$ cat config.mk
export PLATFORM = sky130hd
export DESIGN_NAME = id_ex_pipe
export DESIGN_NICKNAME = d
export VERILOG_FILES = /design/src/rtl/id_ex_pipe.sv
export SDC_FILE = /design/constraint.sdc
export NUM_CORES = 1
export LEC_CHECK = 0
export BUFFER_PORTS_ARGS = -buffer_cell sky130_fd_sc_hd__buf_2
export CAP_MARGIN = 20
export CORE_AREA = 2 2 133 135
export DETAILED_ROUTE_END_ITERATION = 8
export DIE_AREA = 0 0 135 137
export GPL_TIMING_DRIVEN = 0
export PLACE_DENSITY = 0.72
export SKIP_CTS_REPAIR_TIMING = 1
export SLEW_MARGIN = 20
export SYNTH_ARGS = -nofsm -noshare
export SYNTH_HDL_FRONTEND = slang
export SYNTH_SLANG_ARGS = --single-unit
$ cat constraint.sdc
create_clock -name clk -period 2.7 [get_ports clk]
set_input_delay 0 -clock clk [delete_from_list [all_inputs] [get_ports clk]]
set_output_delay 0 -clock clk [all_outputs]
set_load 0.03 [all_outputs]
$ cat src/rtl/id_ex_pipe.sv
// ID/EX pipeline register with load-use hazard detection, bubble insertion on
// flush/hazard/idle decode, downstream hold, and saturating stall/flush counters.
module id_ex_pipe #(
  parameter int DW = 32,
  parameter int RW = 5,
  parameter int CW = 16
) (
  input  logic          clk,
  input  logic          reset,
  input  logic          in_valid,
  input  logic          RegDs,
  input  logic          Branch,
  input  logic          MRead,
  input  logic          MtoR,
  input  logic          MWrite,
  input  logic          ALUsrc,
  input  logic          Urw,
  input  logic [2:0]    AOp,
  input  logic [DW-1:0] rs_data,
  input  logic [DW-1:0] rt_data,
  input  logic [DW-1:0] imm,
  input  logic [DW-1:0] pc4,
  input  logic [RW-1:0] rs,
  input  logic [RW-1:0] rt,
  input  logic [RW-1:0] rd,
  input  logic          flush,
  input  logic          hold,
  output logic          ex_valid,
  output logic          ex_RegDs,
  output logic          ex_Branch,
  output logic          ex_MRead,
  output logic          ex_MtoR,
  output logic          ex_MWrite,
  output logic          ex_ALUsrc,
  output logic          ex_Urw,
  output logic [2:0]    ex_AOp,
  output logic [DW-1:0] ex_rs_data,
  output logic [DW-1:0] ex_rt_data,
  output logic [DW-1:0] ex_imm,
  output logic [DW-1:0] ex_pc4,
  output logic [RW-1:0] ex_rs,
  output logic [RW-1:0] ex_rt,
  output logic [RW-1:0] ex_rd,
  output logic          stall,
  output logic [CW-1:0] stall_cnt,
  output logic [CW-1:0] flush_cnt
);

  localparam logic [CW-1:0] CNT_MAX = {CW{1'b1}};
  localparam logic [CW-1:0] CNT_ONE = {{(CW-1){1'b0}}, 1'b1};

  // Control bundle packed as {RegDs, Branch, MRead, MtoR, MWrite, ALUsrc, Urw, AOp}
  logic [9:0]    ctrl_in_s;
  logic [9:0]    ctrl_q, ctrl_d;
  logic          valid_q, valid_d;
  logic [DW-1:0] rs_data_q, rs_data_d, rt_data_q, rt_data_d;
  logic [DW-1:0] imm_q, imm_d, pc4_q, pc4_d;
  logic [RW-1:0] rs_q, rs_d, rt_q, rt_d, rd_q, rd_d;
  logic [CW-1:0] stall_cnt_q, stall_cnt_d, flush_cnt_q, flush_cnt_d;
  logic          lu_s, stall_s, bubble_s;

  assign ctrl_in_s = {RegDs, Branch, MRead, MtoR, MWrite, ALUsrc, Urw, AOp};

  // Load-use hazard and stall generation from current EX state and decode inputs
  always_comb begin
    lu_s = valid_q & ctrl_q[7] & (rt_q != {RW{1'b0}}) & in_valid
           & ((rt_q == rs) | (rt_q == rt));
    stall_s  = ~flush & (hold | lu_s);
    bubble_s = flush | lu_s | ~in_valid;
  end

  // Next-state of the pipeline register: flush > hold > hazard/idle bubble > load
  always_comb begin
    valid_d   = valid_q;
    ctrl_d    = ctrl_q;
    rs_data_d = rs_data_q;
    rt_data_d = rt_data_q;
    imm_d     = imm_q;
    pc4_d     = pc4_q;
    rs_d      = rs_q;
    rt_d      = rt_q;
    rd_d      = rd_q;
    if (flush || !hold) begin
      rs_data_d = rs_data;
      rt_data_d = rt_data;
      imm_d     = imm;
      pc4_d     = pc4;
      rs_d      = rs;
      rt_d      = rt;
      rd_d      = rd;
      // Bubbles force controls to zero so X controls on idle slots never propagate
      if (bubble_s) begin
        valid_d = 1'b0;
        ctrl_d  = 10'd0;
      end else begin
        valid_d = 1'b1;
        ctrl_d  = ctrl_in_s;
      end
    end else begin
      valid_d = valid_q;
      ctrl_d  = ctrl_q;
    end
  end

  // Saturating event counters
  always_comb begin
    stall_cnt_d = stall_cnt_q;
    flush_cnt_d = flush_cnt_q;
    if (stall_s && (stall_cnt_q != CNT_MAX)) begin
      stall_cnt_d = stall_cnt_q + CNT_ONE;
    end else begin
      stall_cnt_d = stall_cnt_q;
    end
    if (flush && (flush_cnt_q != CNT_MAX)) begin
      flush_cnt_d = flush_cnt_q + CNT_ONE;
    end else begin
      flush_cnt_d = flush_cnt_q;
    end
  end

  // State registers with synchronous reset
  always_ff @(posedge clk) begin
    if (reset) begin
      valid_q     <= 1'b0;
      ctrl_q      <= 10'd0;
      rs_data_q   <= {DW{1'b0}};
      rt_data_q   <= {DW{1'b0}};
      imm_q       <= {DW{1'b0}};
      pc4_q       <= {DW{1'b0}};
      rs_q        <= {RW{1'b0}};
      rt_q        <= {RW{1'b0}};
      rd_q        <= {RW{1'b0}};
      stall_cnt_q <= {CW{1'b0}};
      flush_cnt_q <= {CW{1'b0}};
    end else begin
      valid_q     <= valid_d;
      ctrl_q      <= ctrl_d;
      rs_data_q   <= rs_data_d;
      rt_data_q   <= rt_data_d;
      imm_q       <= imm_d;
      pc4_q       <= pc4_d;
      rs_q        <= rs_d;
      rt_q        <= rt_d;
      rd_q        <= rd_d;
      stall_cnt_q <= stall_cnt_d;
      flush_cnt_q <= flush_cnt_d;
    end
  end

  assign ex_valid   = valid_q;
  assign ex_RegDs   = ctrl_q[9];
  assign ex_Branch  = ctrl_q[8];
  assign ex_MRead   = ctrl_q[7];
  assign ex_MtoR    = ctrl_q[6];
  assign ex_MWrite  = ctrl_q[5];
  assign ex_ALUsrc  = ctrl_q[4];
  assign ex_Urw     = ctrl_q[3];
  assign ex_AOp     = ctrl_q[2:0];
  assign ex_rs_data = rs_data_q;
  assign ex_rt_data = rt_data_q;
  assign ex_imm     = imm_q;
  assign ex_pc4     = pc4_q;
  assign ex_rs      = rs_q;
  assign ex_rt      = rt_q;
  assign ex_rd      = rd_q;
  assign stall      = stall_s;
  assign stall_cnt  = stall_cnt_q;
  assign flush_cnt  = flush_cnt_q;

endmodule

==> run metrics <==
Die Y ~140 um; Clock Tree Buf Depth 2; most frequent cells in the layout 344 x buf_2, 305 x nand2_1, 186 x dfxtp_1; Finished Layout Cells 1612; HPWL Detailed 17200 um; Comb power frac between 10% and 20%; Skew-Pair Late Insertion Delay about 0.43 ns; RSZ-0062 raised after global routing false; syn nets around 1000; worst IR drop on VDD ~0.00041 V; H-tree Lvls 4; Overflow after GRT 0; Top Ports 345; post-synth cell types 40; max-slew violations 0; root buf cell clkbuf_16; WP data arrival between 2 and 3 ns; Primary FF master, synth dfxtp_1; crit path max-delay cell type dfxtp_1; Total Power between 6 and 7 mW; vias in the first global route roughly 6600; clock power share roughly two fifths; final setup TNS 0 ns; Syn Inst Count 857; worst-path fanout max 10; final WL 26600 um; synth top area cells dfxtp_1 54%, nand2_1 17%, a21oi_1 12%; Fin Hold WS 0.0493 ns; cts bufs inserted 17; final core utilization about 65%; IO buf count ~340; switching power ~1.9 mW; largest net degree at the start of global routing 18; crit path time final roughly 2.2 ns; Die Area around 0.018 mm^2; clk_skew ~0.012 ns; Clock transition at path regs about 0.07 ns; Critical Path Max Stage Delay 0.48 ns; critical path, cell by cell ha_1, nand4_1, or3_4, o221a_2, nand2_2, buf_6, mux2i_1, nor2_1; Leak ~5.2 nW; nets 1533; sw frac 28.6%; DRT iter0 DRCs 483; post-synthesis sequential area ratio around 54%; Starting Density around two fifths; Slew headroom 39.3%; Syn. warnings 0; clk sinks roughly 190; first-pass iteration count of the detailed router 7; Post-Syn Area approximately 0.007 mm^2; startpoint types flop; die extent in x 135 um; final weighted congestion in routability-driven placement between 0.8 and 0.9; pwr dens about 600 mW/mm^2; Total GRT Usage between 20% and 30%; synthesized flop and latch total 186; CTS tree yes; number of synthesized flops with an enable pin 0; Max-Cap Viols 0; area leader, netlist dfxtp_1; fin crit share 81.9%; share of cells above drive strength 1 28.0%; vias per cell slightly above 5; sequential power share roughly 45%; routed wire length per instance roughly 16 um; Synth top area share a little over half; FP Rows 48; routed vias between 8000 and 9000; Slew @ Worst Pin around 0.91 ns; Area growth, synth to finish 60.1%; P_int roughly 4.7 mW; ANT nets after route 0; Worst Path Required roughly 3.0 ns; # DRC 0; core footprint around 0.017 mm^2; Placed Instances roughly 1400; Hold WC Path Type input port to flop; final setup fails 0; endpoints failing hold 0; initial antenna violation count 1; commonest non-fill, non-tap cell in the layout buf_2; syn avg cell area slightly above 8 um^2; type of the worst setup path flop to flop; Max Fclk ~450 MHz; status complete, no violations; Async SR Flop Fraction 0%; first-pass GRT wire length ~34000 um; Setup crit end kind flop
## cell families (layout without fill, tap and decap cells)
logic type	after synthesis	in the layout	synth area share [%]
AOI/OAI and AO/OA	192	192	15.0
buffers and inverters	59	588	3.34
and+or+nand+nor	392	392	23.8
muxes	5	5	0.762
other	0	1	0
adders and majority gates	2	2	0.363
DFF	186	186	54.0
xor gates and xnor gates	21	21	2.67
## synthesized netlist by cell type, types with 2 or more instances
library cell and count:
nand2_1 305, dfxtp_1 186, a21oi_1 160, clkbuf_1 51, nor2_1 23, nand3_1 16, xnor2_1 13, a22o_1 10
nand4_1 10, o21ai_0 10, or3_1 10, xor2_1 8, nor3_1 7, inv_1 6, o31ai_1 4, or4_1 4
and3_1 3, mux2i_1 3, nor4_1 3, ha_1 2, mux2_2 2, nor2b_1 2, or3_4 2
## per-layer routing
metal  global-route usage (%)  share of wire (%)  vias up  wire, um
li1                         -                  -     3902         -
met1                     26.6                 38     3822     10200
met2                     41.9                 51      431     13400
met3                     7.19                8.4       67      2230
met4                     8.16                2.7        0       712
met5                        0                  0        -         0
## flip-flops by register name (all words and copies together) (netlist names)
register,count
ex_rs_data,32
ex_imm,32
ex_rt,5
ex_rs,5
flush_cnt,16
ex_rt_data,32
ex_pc4,32
stall_cnt,16
ctrl_q,10
ex_rd,5
ex_valid,1
## cell type report
cell class / instances / area, um^2
diodes: 1 / 2.50
multi-input cells: 612 / 2940
well taps: 225 / 282
inverters: 6 / 22.5
fillers: 1397 / 6020
flip-flops and latches: 186 / 3720
repair buffers: 497 / 3260
clock inverters: 14 / 160
clock buffers: 18 / 439
plain buffers: 53 / 208
## critical path, delay by kind of cell (launching register included)
kind            cells  cell delay, ns
buf+inv             1            0.17
flops               1            0.48
mux                 1            0.21
simple gates        4            0.73
compound gates      1            0.26
fa+ha+maj           1            0.24
## path summary, 6_finish.rpt
check,from,endpoint,slack (ns),depth (start not counted)
worst max register to register,stall_cnt[1]$_SDFFE_PP0P_,stall_cnt[1]$_SDFFE_PP0P_,0.49,8
worst min-delay path,hold,ex_valid$_SDFFE_PP0P_,0.05,4
worst min register to register,ex_rs_data[30]$_SDFFE_PP0P_,ex_rs_data[30]$_SDFFE_PP0P_,0.45,2
worst max-delay path,stall_cnt[1]$_SDFFE_PP0P_,stall_cnt[1]$_SDFFE_PP0P_,0.49,8
## power groups by stage
| stage | clock (mW) | sequential [mW] | combinational, mW |
|---|---|---|---|
| after floorplan | 0 | 3.30 | 0.272 |
| after global routing | 2.69 | 2.98 | 1.19 |
| after CTS | 2.58 | 2.96 | 0.916 |
| after detailed placement | 0 | 3.03 | 0.913 |
| final | 2.54 | 2.97 | 1.11 |
| after global placement | 0 | 3.02 | 0.903 |
## metrics by stage
stage / worst slack (ns) / cell area [um^2]
2_1_floorplan: 0.528 / 6890
3_3_place_gp: 0.534 / 8890
3_5_place_dp: 0.457 / 8890
4_1_cts: 0.488 / 9490
5_1_grt: 0.353 / 11000
6_report: 0.489 / 11000
(Power assumes the default switching activity.)
